--- config.mk ---
export PLATFORM = sky130hd
export DESIGN_NAME = vga_scanout_flat
export DESIGN_NICKNAME = d
export VERILOG_FILES = /design/src/rtl/vga_scanout_if.sv /design/src/rtl/vga_scanout.sv /design/src/flat_wrapper.sv
export SDC_FILE = /design/constraint.sdc
export NUM_CORES = 1
export LEC_CHECK = 0
export BUFFER_PORTS_ARGS = -buffer_cell sky130_fd_sc_hd__buf_2
export CAP_MARGIN = 25
export CELL_PAD_IN_SITES_DETAIL_PLACEMENT = 1
export CELL_PAD_IN_SITES_GLOBAL_PLACEMENT = 2
export CORE_ASPECT_RATIO = 0.5
export CORE_MARGIN = 3
export CORE_UTILIZATION = 39
export CTS_BUF_LIST = sky130_fd_sc_hd__clkbuf_4 sky130_fd_sc_hd__clkbuf_8
export CTS_CLUSTER_SIZE = 30
export DETAILED_ROUTE_END_ITERATION = 8
export PLACE_DENSITY_LB_ADDON = 0.1
export SYNTH_ARGS = -nofsm -noshare
export SYNTH_HDL_FRONTEND = slang
export SYNTH_SLANG_ARGS = --single-unit
--- constraint.sdc ---
create_clock -name i_clk -period 3.4 [get_ports i_clk]
set_clock_uncertainty 0.2 [all_clocks]
set_input_delay 0.34 -clock i_clk [delete_from_list [all_inputs] [get_ports i_clk]]
set_output_delay 0.34 -clock i_clk [all_outputs]
set_load 0.05 [all_outputs]
--- src/rtl/vga_scanout_if.sv ---
// ---------------------------------------------------------------------------
// vga_scanout_if
//
// Signal bundle between the VGA scanout engine, its framebuffer and the pins.
//
// Parameters:
//   VERT_W   width of the framebuffer row address
//   HORIZ_W  width of the framebuffer column address
//
// Signals:
//   i_enable          colour enable (low forces black, timing keeps running)
//   o_vert_read_addr  framebuffer row address
//   o_horiz_read_addr framebuffer column address
//   o_read_en         framebuffer read strobe (memory has 1-cycle latency)
//   i_red/green/blue  framebuffer read data, 4 bits each
//   o_red/green/blue  VGA colour, 4 bits each
//   o_hsync/o_vsync   active-low sync
//   o_vblank          line counter is in the vertical blanking region
//   o_frame_start     one-cycle pulse when the counters wrap to (0,0)
//
// Modports:
//   master  the scanout engine
//   slave   the framebuffer / pin side
// ---------------------------------------------------------------------------
interface vga_scanout_if #(
    parameter int VERT_W  = 6,
    parameter int HORIZ_W = 7
);
    logic               i_enable;
    logic [VERT_W-1:0]  o_vert_read_addr;
    logic [HORIZ_W-1:0] o_horiz_read_addr;
    logic               o_read_en;
    logic [3:0]         i_red;
    logic [3:0]         i_green;
    logic [3:0]         i_blue;
    logic [3:0]         o_red;
    logic [3:0]         o_green;
    logic [3:0]         o_blue;
    logic               o_hsync;
    logic               o_vsync;
    logic               o_vblank;
    logic               o_frame_start;

    modport master (
        input  i_enable, i_red, i_green, i_blue,
        output o_vert_read_addr, o_horiz_read_addr, o_read_en,
        output o_red, o_green, o_blue, o_hsync, o_vsync,
        output o_vblank, o_frame_start
    );

    modport slave (
        output i_enable, i_red, i_green, i_blue,
        input  o_vert_read_addr, o_horiz_read_addr, o_read_en,
        input  o_red, o_green, o_blue, o_hsync, o_vsync,
        input  o_vblank, o_frame_start
    );
endinterface

--- src/rtl/vga_scanout.sv ---
// ---------------------------------------------------------------------------
// vga_scanout
//
// Reads the rasterizer's framebuffer and drives a 640x480@60 VGA output from
// a 25 MHz pixel clock. Each stored pixel is replicated SCALE x SCALE times.
// Pipeline: counters (t) -> address/read strobe (t+1) -> memory data (t+2)
// -> registered colour (t+3). Sync is delayed to stay aligned with colour.
// o_vblank and o_frame_start are taken straight from the counter stage so
// the draw side gets an early warning.
//
// Optional feature: define SCANOUT_TEST_PATTERN_EN to replace framebuffer
// colour with 8 vertical colour bars (read strobe held low, addresses still
// count, timing unchanged).
//
// Ports:
//   i_clk   pixel clock
//   i_arst  asynchronous reset, active-high
//   bus     vga_scanout_if.master (framebuffer read, colour, sync, status)
// ---------------------------------------------------------------------------
module vga_scanout #(
    parameter int VERT_RESOLUTION  = 60,
    parameter int HORIZ_RESOLUTION = 80,
    parameter int SCALE            = 8,
    parameter int H_VISIBLE        = HORIZ_RESOLUTION * SCALE,
    parameter int H_FRONT          = 16,
    parameter int H_SYNC           = 96,
    parameter int H_BACK           = 48,
    parameter int V_VISIBLE        = VERT_RESOLUTION * SCALE,
    parameter int V_FRONT          = 10,
    parameter int V_SYNC           = 2,
    parameter int V_BACK           = 33
) (
    input  logic          i_clk,
    input  logic          i_arst,
    vga_scanout_if.master bus
);
    localparam int H_TOTAL = H_VISIBLE + H_FRONT + H_SYNC + H_BACK;
    localparam int V_TOTAL = V_VISIBLE + V_FRONT + V_SYNC + V_BACK;
    localparam int HC_W    = $clog2(H_TOTAL);
    localparam int VC_W    = $clog2(V_TOTAL);
    localparam int HA_W    = $clog2(HORIZ_RESOLUTION);
    localparam int VA_W    = $clog2(VERT_RESOLUTION);
    localparam int SUB_W   = (SCALE > 1) ? $clog2(SCALE) : 1;

    // Counter stage
    logic [HC_W-1:0]  h_cnt_r;
    logic [VC_W-1:0]  v_cnt_r;
    logic [SUB_W-1:0] h_sub_r;
    logic [SUB_W-1:0] v_sub_r;
    logic [HA_W-1:0]  col_cnt_r;
    logic [VA_W-1:0]  row_cnt_r;
    logic             vblank_r;
    logic             frame_start_r;

    logic             h_last_s;
    logic             v_last_s;
    logic             h_act_s;
    logic             v_act_s;
    logic             active_s;
    logic             hsync_s;
    logic             vsync_s;
    logic [VC_W-1:0]  v_next_s;

    // Address / delay stage
    logic [HA_W-1:0]  horiz_addr_r;
    logic [VA_W-1:0]  vert_addr_r;
    logic             read_en_r;
    logic [2:0]       hsync_d_r;
    logic [2:0]       vsync_d_r;
    logic [1:0]       active_d_r;

    // Colour stage
    logic [3:0]       red_r;
    logic [3:0]       green_r;
    logic [3:0]       blue_r;
    logic [3:0]       src_red_s;
    logic [3:0]       src_green_s;
    logic [3:0]       src_blue_s;

    // Decode of the current counter position
    always_comb begin
        h_last_s = (h_cnt_r == HC_W'(H_TOTAL - 1));
        v_last_s = (v_cnt_r == VC_W'(V_TOTAL - 1));
        h_act_s  = (h_cnt_r < HC_W'(H_VISIBLE));
        v_act_s  = (v_cnt_r < VC_W'(V_VISIBLE));
        active_s = h_act_s && v_act_s;
        hsync_s  = ~((h_cnt_r >= HC_W'(H_VISIBLE + H_FRONT)) &&
                     (h_cnt_r <  HC_W'(H_VISIBLE + H_FRONT + H_SYNC)));
        vsync_s  = ~((v_cnt_r >= VC_W'(V_VISIBLE + V_FRONT)) &&
                     (v_cnt_r <  VC_W'(V_VISIBLE + V_FRONT + V_SYNC)));
        v_next_s = v_cnt_r;
        if (h_last_s) begin
            if (v_last_s) begin
                v_next_s = {VC_W{1'b0}};
            end else begin
                v_next_s = v_cnt_r + VC_W'(1);
            end
        end else begin
            v_next_s = v_cnt_r;
        end
    end

    // Raster counters plus the undelayed status flags
    always_ff @(posedge i_clk or posedge i_arst) begin
        if (i_arst) begin
            h_cnt_r       <= {HC_W{1'b0}};
            v_cnt_r       <= {VC_W{1'b0}};
            vblank_r      <= 1'b0;
            frame_start_r <= 1'b0;
        end else begin
            if (h_last_s) begin
                h_cnt_r <= {HC_W{1'b0}};
            end else begin
                h_cnt_r <= h_cnt_r + HC_W'(1);
            end
            v_cnt_r       <= v_next_s;
            // Flags describe the position the counters hold next cycle
            vblank_r      <= (v_next_s >= VC_W'(V_VISIBLE));
            frame_start_r <= h_last_s && v_last_s;
        end
    end

    // Column sub-counter: col_cnt_r tracks h_cnt_r / SCALE without a divider
    always_ff @(posedge i_clk or posedge i_arst) begin
        if (i_arst) begin
            h_sub_r   <= {SUB_W{1'b0}};
            col_cnt_r <= {HA_W{1'b0}};
        end else if (h_last_s) begin
            h_sub_r   <= {SUB_W{1'b0}};
            col_cnt_r <= {HA_W{1'b0}};
        end else if (h_act_s) begin
            if (h_sub_r == SUB_W'(SCALE - 1)) begin
                h_sub_r <= {SUB_W{1'b0}};
                // Saturate so the last visible clock cannot step past the end
                if (col_cnt_r != HA_W'(HORIZ_RESOLUTION - 1)) begin
                    col_cnt_r <= col_cnt_r + HA_W'(1);
                end else begin
                    col_cnt_r <= col_cnt_r;
                end
            end else begin
                h_sub_r <= h_sub_r + SUB_W'(1);
            end
        end else begin
            h_sub_r   <= h_sub_r;
            col_cnt_r <= col_cnt_r;
        end
    end

    // Row sub-counter: row_cnt_r tracks v_cnt_r / SCALE, stepped at line end
    always_ff @(posedge i_clk or posedge i_arst) begin
        if (i_arst) begin
            v_sub_r   <= {SUB_W{1'b0}};
            row_cnt_r <= {VA_W{1'b0}};
        end else if (h_last_s && v_last_s) begin
            v_sub_r   <= {SUB_W{1'b0}};
            row_cnt_r <= {VA_W{1'b0}};
        end else if (h_last_s && v_act_s) begin
            if (v_sub_r == SUB_W'(SCALE - 1)) begin
                v_sub_r <= {SUB_W{1'b0}};
                if (row_cnt_r != VA_W'(VERT_RESOLUTION - 1)) begin
                    row_cnt_r <= row_cnt_r + VA_W'(1);
                end else begin
                    row_cnt_r <= row_cnt_r;
                end
            end else begin
                v_sub_r <= v_sub_r + SUB_W'(1);
            end
        end else begin
            v_sub_r   <= v_sub_r;
            row_cnt_r <= row_cnt_r;
        end
    end

    // Read address and strobe; addresses hold outside the active region
    always_ff @(posedge i_clk or posedge i_arst) begin
        if (i_arst) begin
            horiz_addr_r <= {HA_W{1'b0}};
            vert_addr_r  <= {VA_W{1'b0}};
            read_en_r    <= 1'b0;
        end else begin
            if (active_s) begin
                horiz_addr_r <= col_cnt_r;
                vert_addr_r  <= row_cnt_r;
            end else begin
                horiz_addr_r <= horiz_addr_r;
                vert_addr_r  <= vert_addr_r;
            end
`ifdef SCANOUT_TEST_PATTERN_EN
            read_en_r <= 1'b0;
`else
            read_en_r <= active_s;
`endif
        end
    end

    // Sync/active delay line keeping sync aligned with the colour register
    always_ff @(posedge i_clk or posedge i_arst) begin
        if (i_arst) begin
            hsync_d_r  <= 3'b111;
            vsync_d_r  <= 3'b111;
            active_d_r <= 2'b00;
        end else begin
            hsync_d_r  <= {hsync_d_r[1:0], hsync_s};
            vsync_d_r  <= {vsync_d_r[1:0], vsync_s};
            active_d_r <= {active_d_r[0], active_s};
        end
    end

`ifdef SCANOUT_TEST_PATTERN_EN
    localparam int BAR_W   = H_VISIBLE / 8;
    localparam int BSUB_W  = (BAR_W > 1) ? $clog2(BAR_W) : 1;

    logic [BSUB_W-1:0] bar_sub_r;
    logic [2:0]        bar_idx_r;
    logic [2:0]        bar_d0_r;
    logic [2:0]        bar_d1_r;

    // Bar index follows h_cnt_r / BAR_W, then rides the pipeline to stage 3
    always_ff @(posedge i_clk or posedge i_arst) begin
        if (i_arst) begin
            bar_sub_r <= {BSUB_W{1'b0}};
            bar_idx_r <= 3'd0;
            bar_d0_r  <= 3'd0;
            bar_d1_r  <= 3'd0;
        end else begin
            if (h_last_s) begin
                bar_sub_r <= {BSUB_W{1'b0}};
                bar_idx_r <= 3'd0;
            end else if (h_act_s) begin
                if (bar_sub_r == BSUB_W'(BAR_W - 1)) begin
                    bar_sub_r <= {BSUB_W{1'b0}};
                    if (bar_idx_r != 3'd7) begin
                        bar_idx_r <= bar_idx_r + 3'd1;
                    end else begin
                        bar_idx_r <= bar_idx_r;
                    end
                end else begin
                    bar_sub_r <= bar_sub_r + BSUB_W'(1);
                end
            end else begin
                bar_sub_r <= bar_sub_r;
                bar_idx_r <= bar_idx_r;
            end
            bar_d0_r <= bar_idx_r;
            bar_d1_r <= bar_d0_r;
        end
    end

    // Colour source: internal bar generator
    always_comb begin
        src_red_s   = {4{bar_d1_r[0]}};
        src_green_s = {4{bar_d1_r[1]}};
        src_blue_s  = {4{bar_d1_r[2]}};
    end
`else
    // Colour source: framebuffer read data
    always_comb begin
        src_red_s   = bus.i_red;
        src_green_s = bus.i_green;
        src_blue_s  = bus.i_blue;
    end
`endif

    // Colour output register; enable is sampled here for the pixel in flight
    always_ff @(posedge i_clk or posedge i_arst) begin
        if (i_arst) begin
            red_r   <= 4'h0;
            green_r <= 4'h0;
            blue_r  <= 4'h0;
        end else if (active_d_r[1] && bus.i_enable) begin
            red_r   <= src_red_s;
            green_r <= src_green_s;
            blue_r  <= src_blue_s;
        end else begin
            red_r   <= 4'h0;
            green_r <= 4'h0;
            blue_r  <= 4'h0;
        end
    end

    assign bus.o_horiz_read_addr = horiz_addr_r;
    assign bus.o_vert_read_addr  = vert_addr_r;
    assign bus.o_read_en         = read_en_r;
    assign bus.o_red             = red_r;
    assign bus.o_green           = green_r;
    assign bus.o_blue            = blue_r;
    assign bus.o_hsync           = hsync_d_r[2];
    assign bus.o_vsync           = vsync_d_r[2];
    assign bus.o_vblank          = vblank_r;
    assign bus.o_frame_start     = frame_start_r;
endmodule
--- src/flat_wrapper.sv ---
// flat-port wrapper written by rule: the top's interface ports become plain ports
module vga_scanout_flat 
#(
    parameter int VERT_RESOLUTION  = 60,
    parameter int HORIZ_RESOLUTION = 80,
    parameter int SCALE            = 8,
    parameter int H_VISIBLE        = HORIZ_RESOLUTION * SCALE,
    parameter int H_FRONT          = 16,
    parameter int H_SYNC           = 96,
    parameter int H_BACK           = 48,
    parameter int V_VISIBLE        = VERT_RESOLUTION * SCALE,
    parameter int V_FRONT          = 10,
    parameter int V_SYNC           = 2,
    parameter int V_BACK           = 33
)
  (i_clk, i_arst, bus_i_enable, bus_i_red, bus_i_green, bus_i_blue, bus_o_vert_read_addr, bus_o_horiz_read_addr, bus_o_read_en, bus_o_red, bus_o_green, bus_o_blue, bus_o_hsync, bus_o_vsync, bus_o_vblank, bus_o_frame_start);
  vga_scanout_if bus_i ();
  input  logic i_clk;
  input  logic i_arst;
  input wire logic [$bits(bus_i.i_enable)-1:0] bus_i_enable;
  input wire logic [$bits(bus_i.i_red)-1:0] bus_i_red;
  input wire logic [$bits(bus_i.i_green)-1:0] bus_i_green;
  input wire logic [$bits(bus_i.i_blue)-1:0] bus_i_blue;
  output wire logic [$bits(bus_i.o_vert_read_addr)-1:0] bus_o_vert_read_addr;
  output wire logic [$bits(bus_i.o_horiz_read_addr)-1:0] bus_o_horiz_read_addr;
  output wire logic [$bits(bus_i.o_read_en)-1:0] bus_o_read_en;
  output wire logic [$bits(bus_i.o_red)-1:0] bus_o_red;
  output wire logic [$bits(bus_i.o_green)-1:0] bus_o_green;
  output wire logic [$bits(bus_i.o_blue)-1:0] bus_o_blue;
  output wire logic [$bits(bus_i.o_hsync)-1:0] bus_o_hsync;
  output wire logic [$bits(bus_i.o_vsync)-1:0] bus_o_vsync;
  output wire logic [$bits(bus_i.o_vblank)-1:0] bus_o_vblank;
  output wire logic [$bits(bus_i.o_frame_start)-1:0] bus_o_frame_start;
  assign bus_i.i_enable = bus_i_enable;
  assign bus_i.i_red = bus_i_red;
  assign bus_i.i_green = bus_i_green;
  assign bus_i.i_blue = bus_i_blue;
  assign bus_o_vert_read_addr = bus_i.o_vert_read_addr;
  assign bus_o_horiz_read_addr = bus_i.o_horiz_read_addr;
  assign bus_o_read_en = bus_i.o_read_en;
  assign bus_o_red = bus_i.o_red;
  assign bus_o_green = bus_i.o_green;
  assign bus_o_blue = bus_i.o_blue;
  assign bus_o_hsync = bus_i.o_hsync;
  assign bus_o_vsync = bus_i.o_vsync;
  assign bus_o_vblank = bus_i.o_vblank;
  assign bus_o_frame_start = bus_i.o_frame_start;
  vga_scanout #(.VERT_RESOLUTION(VERT_RESOLUTION), .HORIZ_RESOLUTION(HORIZ_RESOLUTION), .SCALE(SCALE), .H_VISIBLE(H_VISIBLE), .H_FRONT(H_FRONT), .H_SYNC(H_SYNC), .H_BACK(H_BACK), .V_VISIBLE(V_VISIBLE), .V_FRONT(V_FRONT), .V_SYNC(V_SYNC), .V_BACK(V_BACK)) u_core (.i_clk(i_clk), .i_arst(i_arst), .bus(bus_i));
endmodule
==> results.ini <==
[outcome]
status = complete, no violations

[route]
routed_wl_um = 7400
wl_per_cell_um = 16.3
drtAntennaViolNets = 0
via_per_inst = 5.31
num_vias = 2407
drc = 0
drt_iter0_markers = 118
first_pass_iters = 4

[synth]
synth_xor_xnor_area_share = 0.0296
netlist_top_cells_area = dfrtp_1 (52%), mux2_2 (5.5%), dfstp_2 (4.8%), ha_1 (3.8%), and3_1 (3.3%)
synth_fa_ha_area_frac = 0.0384
synth.avg_cell_area_um2 = 11.3
synthFlopType = dfrtp_1
async_flop_share = 1.00
syn_area_mm2 = 0.00326
ys_seq_elements = 74
synth_top_family_by_area = simple AND/OR/NAND/NOR gates
ys_warn_count = 0
synthCells = 288
synth-simple-area-share = 0.182
yosysSeqAreaShare = 0.570
synthDistinctLibCells = 41
synth_top_cell_by_area = dfrtp_1
synth_nets = 313
muxShareOfSynthArea = 0.0737
synth_top_area_share = 0.522
synth_enable_flop_cells = 0
synth-compound-area-share = 0.0779

[job]
maxCapViolCount = 0

[power]
total_power_mw = 1.68
peakVddDrop_mv = 0.216
clockPowerShare = 0.428
seqPwrFrac = 0.528
p_switching_mw = 0.378
sw_frac_of_total = 0.224
cellPowerDensity_mw_per_mm2 = 435
cellLeakagePower_nw = 1.86
p_comb_frac = 0.044
intPower_mw = 1.31

[sta]
rsz0062_at_grt = no
hold_viol_final = 0
slew_headroom = 0.554
worst_pin_slew_ns = 0.669
period_share = 0.795
setup_slack_ns = 0.696
fmax_mhz = 370
final-setup-viol-count = 0
fin_hold_ws_ns = 0.0318
setup_tns_ns = 0
slew_viol_final = 0
fin_crit_ns = 2.70

[clock_tree]
cts_tree = built
cts_max_path_buffers = 2
cts_max_level = 3
clock_latency_ns = 0.36
cts_root_buf = clkbuf_8
ctsResizeCount = 0
postCtsSetupBuffers = 0
cts_hold_buf = 3
clock-sinks = 74
path_clk_slew_ns = 0.08
cts_buffers = 9

[final_layout]
drive_above_1_share = 0.261
fin_area_mm2 = 0.00387
fin_util = 0.503
antenna_cells = 0
syn_to_final_growth_pct = 18.8
stdcell_count = 453
fin_nets = 365

[floorplan]
die-width_um = 135
die_h_um = 70.6
start_util = 0.423
rows = 22
die_area_mm2 = 0.00956
io_pins = 45
core_area_mm2 = 0.00771

[worst_setup_path]
r2r_cells = 4
arrival_ns = 2.79
cp.required_ns = 3.49
worst-path-max-fanout = 19
worst_setup_path_end_kind = register
path_class = reg -> reg
crit_path_start_kind = register

[grt]
grt_usage = 0.169
grt_max_degree = 75
antenna_found_initial = 0
grt_pass1_vias = 2545
grt_pass1_wl_um = 12600
grt-ovfl-total = 0

[place]
placed_area_mm2 = 0.00359
io_buffers = 44
place_inst = 432
gp_congestion = 0.752
dp_slack_ns = 0.702
hpwl_um = 5110

[worst_hold_path]
hp-class = in -> reg
worstHoldPathCells = 2

-- cell usage in the layout, fill, tap and decap left out, drive strengths merged, types with 2 or more instances in the layout --
master and n:
xor2 7, o21ai 13, clkbuf 12, mux2i 6, dfstp 6, nor2 22, inv 11, and4 5
or3 4, nor3 9, a21oi 9, dlygate4sd3 4, nand4 5, xnor2 4, nor2b 2, o311ai 2
ha 10, dfrtp 68, buf 48, nor4 2, mux2 16, clkinv 3, a22o 5, nand3 12
and3 17, nand2 18, and2 2, nand2b 2, or4 5, o31ai 5
-- cell families (layout without fill, tap and decap cells) --
| group | Yosys count | count (layout) |
|---|---|---|
| XOR/XNOR | 11 | 11 |
| AND/OR/NAND/NOR | 109 | 109 |
| adder cells (fa/ha/maj) | 10 | 10 |
| flip-flops | 74 | 74 |
| AO/OA/AOI/OAI | 40 | 40 |
| multiplexers | 22 | 22 |
| buffers and inverters | 22 | 79 |
-- power by group through the flow --
| stage | clock [mW] | sequential, mW | combinational [mW] |
|---|---|---|---|
| final | 0.721 | 0.889 | 0.0739 |
| after global routing | 0.790 | 0.890 | 0.0813 |
| after CTS | 0.757 | 0.888 | 0.0712 |
| after detailed placement | 0 | 0.906 | 0.0683 |
| after global placement | 0 | 0.905 | 0.0671 |
| after floorplan | 0 | 0.932 | 0.0185 |
-- registers in the layout (all words and copies together), names as in the netlist --
register                      cells
u_core.h_cnt_r                   10
u_core.v_cnt_r                   10
u_core.bus.o_horiz_read_addr      7
u_core.col_cnt_r                  7
u_core.bus.o_vert_read_addr       6
u_core.row_cnt_r                  6
u_core.bus.o_blue                 4
u_core.bus.o_green                4
u_core.bus.o_red                  4
u_core.h_sub_r                    3
u_core.hsync_d_r                  3
u_core.v_sub_r                    3
u_core.vsync_d_r                  3
u_core.active_d_r                 2
u_core.bus.o_frame_start          1
u_core.bus.o_vblank               1
-- layout make-up --
type / count / area, um2
fill: 861 / 3830
sequential: 74 / 1860
multi-input combinational: 192 / 1310
timing repair buffer: 52 / 310
clock buffer: 12 / 165
tap: 108 / 135
clock inverter: 4 / 48.8
inverter: 11 / 41.3
-- synth_stat cells (all sizes together) (3+ instances only) --
| cell | number |
|---|---|
| dfstp | 6 |
| inv | 11 |
| and3 | 17 |
| mux2 | 16 |
| buf | 3 |
| mux2i | 6 |
| nor3 | 9 |
| nand3 | 12 |
| o31ai | 5 |
| nand4 | 5 |
| nor2 | 22 |
| a21oi | 9 |
| dfrtp | 68 |
| xor2 | 7 |
| clkbuf | 8 |
| xnor2 | 4 |
| or4 | 5 |
| a22o | 5 |
| nand2 | 18 |
| and4 | 5 |
| or3 | 4 |
| ha | 10 |
| o21ai | 13 |
-- worst max-delay path, stage by stage, from the launching register on --
cell and delay, ns:
dfrtp_1 0.44, or4b_4 0.60, or3_1 0.62, or4_1 0.60, a21oi_1 0.16
-- metal layers --
metal  share of wire  vias to the layer above  global-route usage  wire length (um)
li1                -                     1135                   -                 -
met1            0.45                     1208               0.211              3310
met2            0.48                       53               0.273              3520
met3           0.060                       11              0.0597               441
met4           0.017                        0              0.0615               123
met5               0                        -                   0                 0
-- path summary, 6_finish.rpt --
kind / from / end / slack [ns]
worst max-delay path: u_core.h_cnt_r[5] / u_core.row_cnt_r[0] / 0.70
worst min-delay path: bus_i_green[1] / u_core.bus.o_green[1] / 0.03
worst max register to register: u_core.h_cnt_r[5] / u_core.row_cnt_r[0] / 0.70
worst min register to register: u_core.vsync_d_r[0] / u_core.vsync_d_r[1] / 0.16
max in group asynchronous: i_arst / u_core.vsync_d_r[0] / 2.16
min in group asynchronous: i_arst / u_core.bus.o_red[3] / 0.27
(Power assumes the default switching activity.)
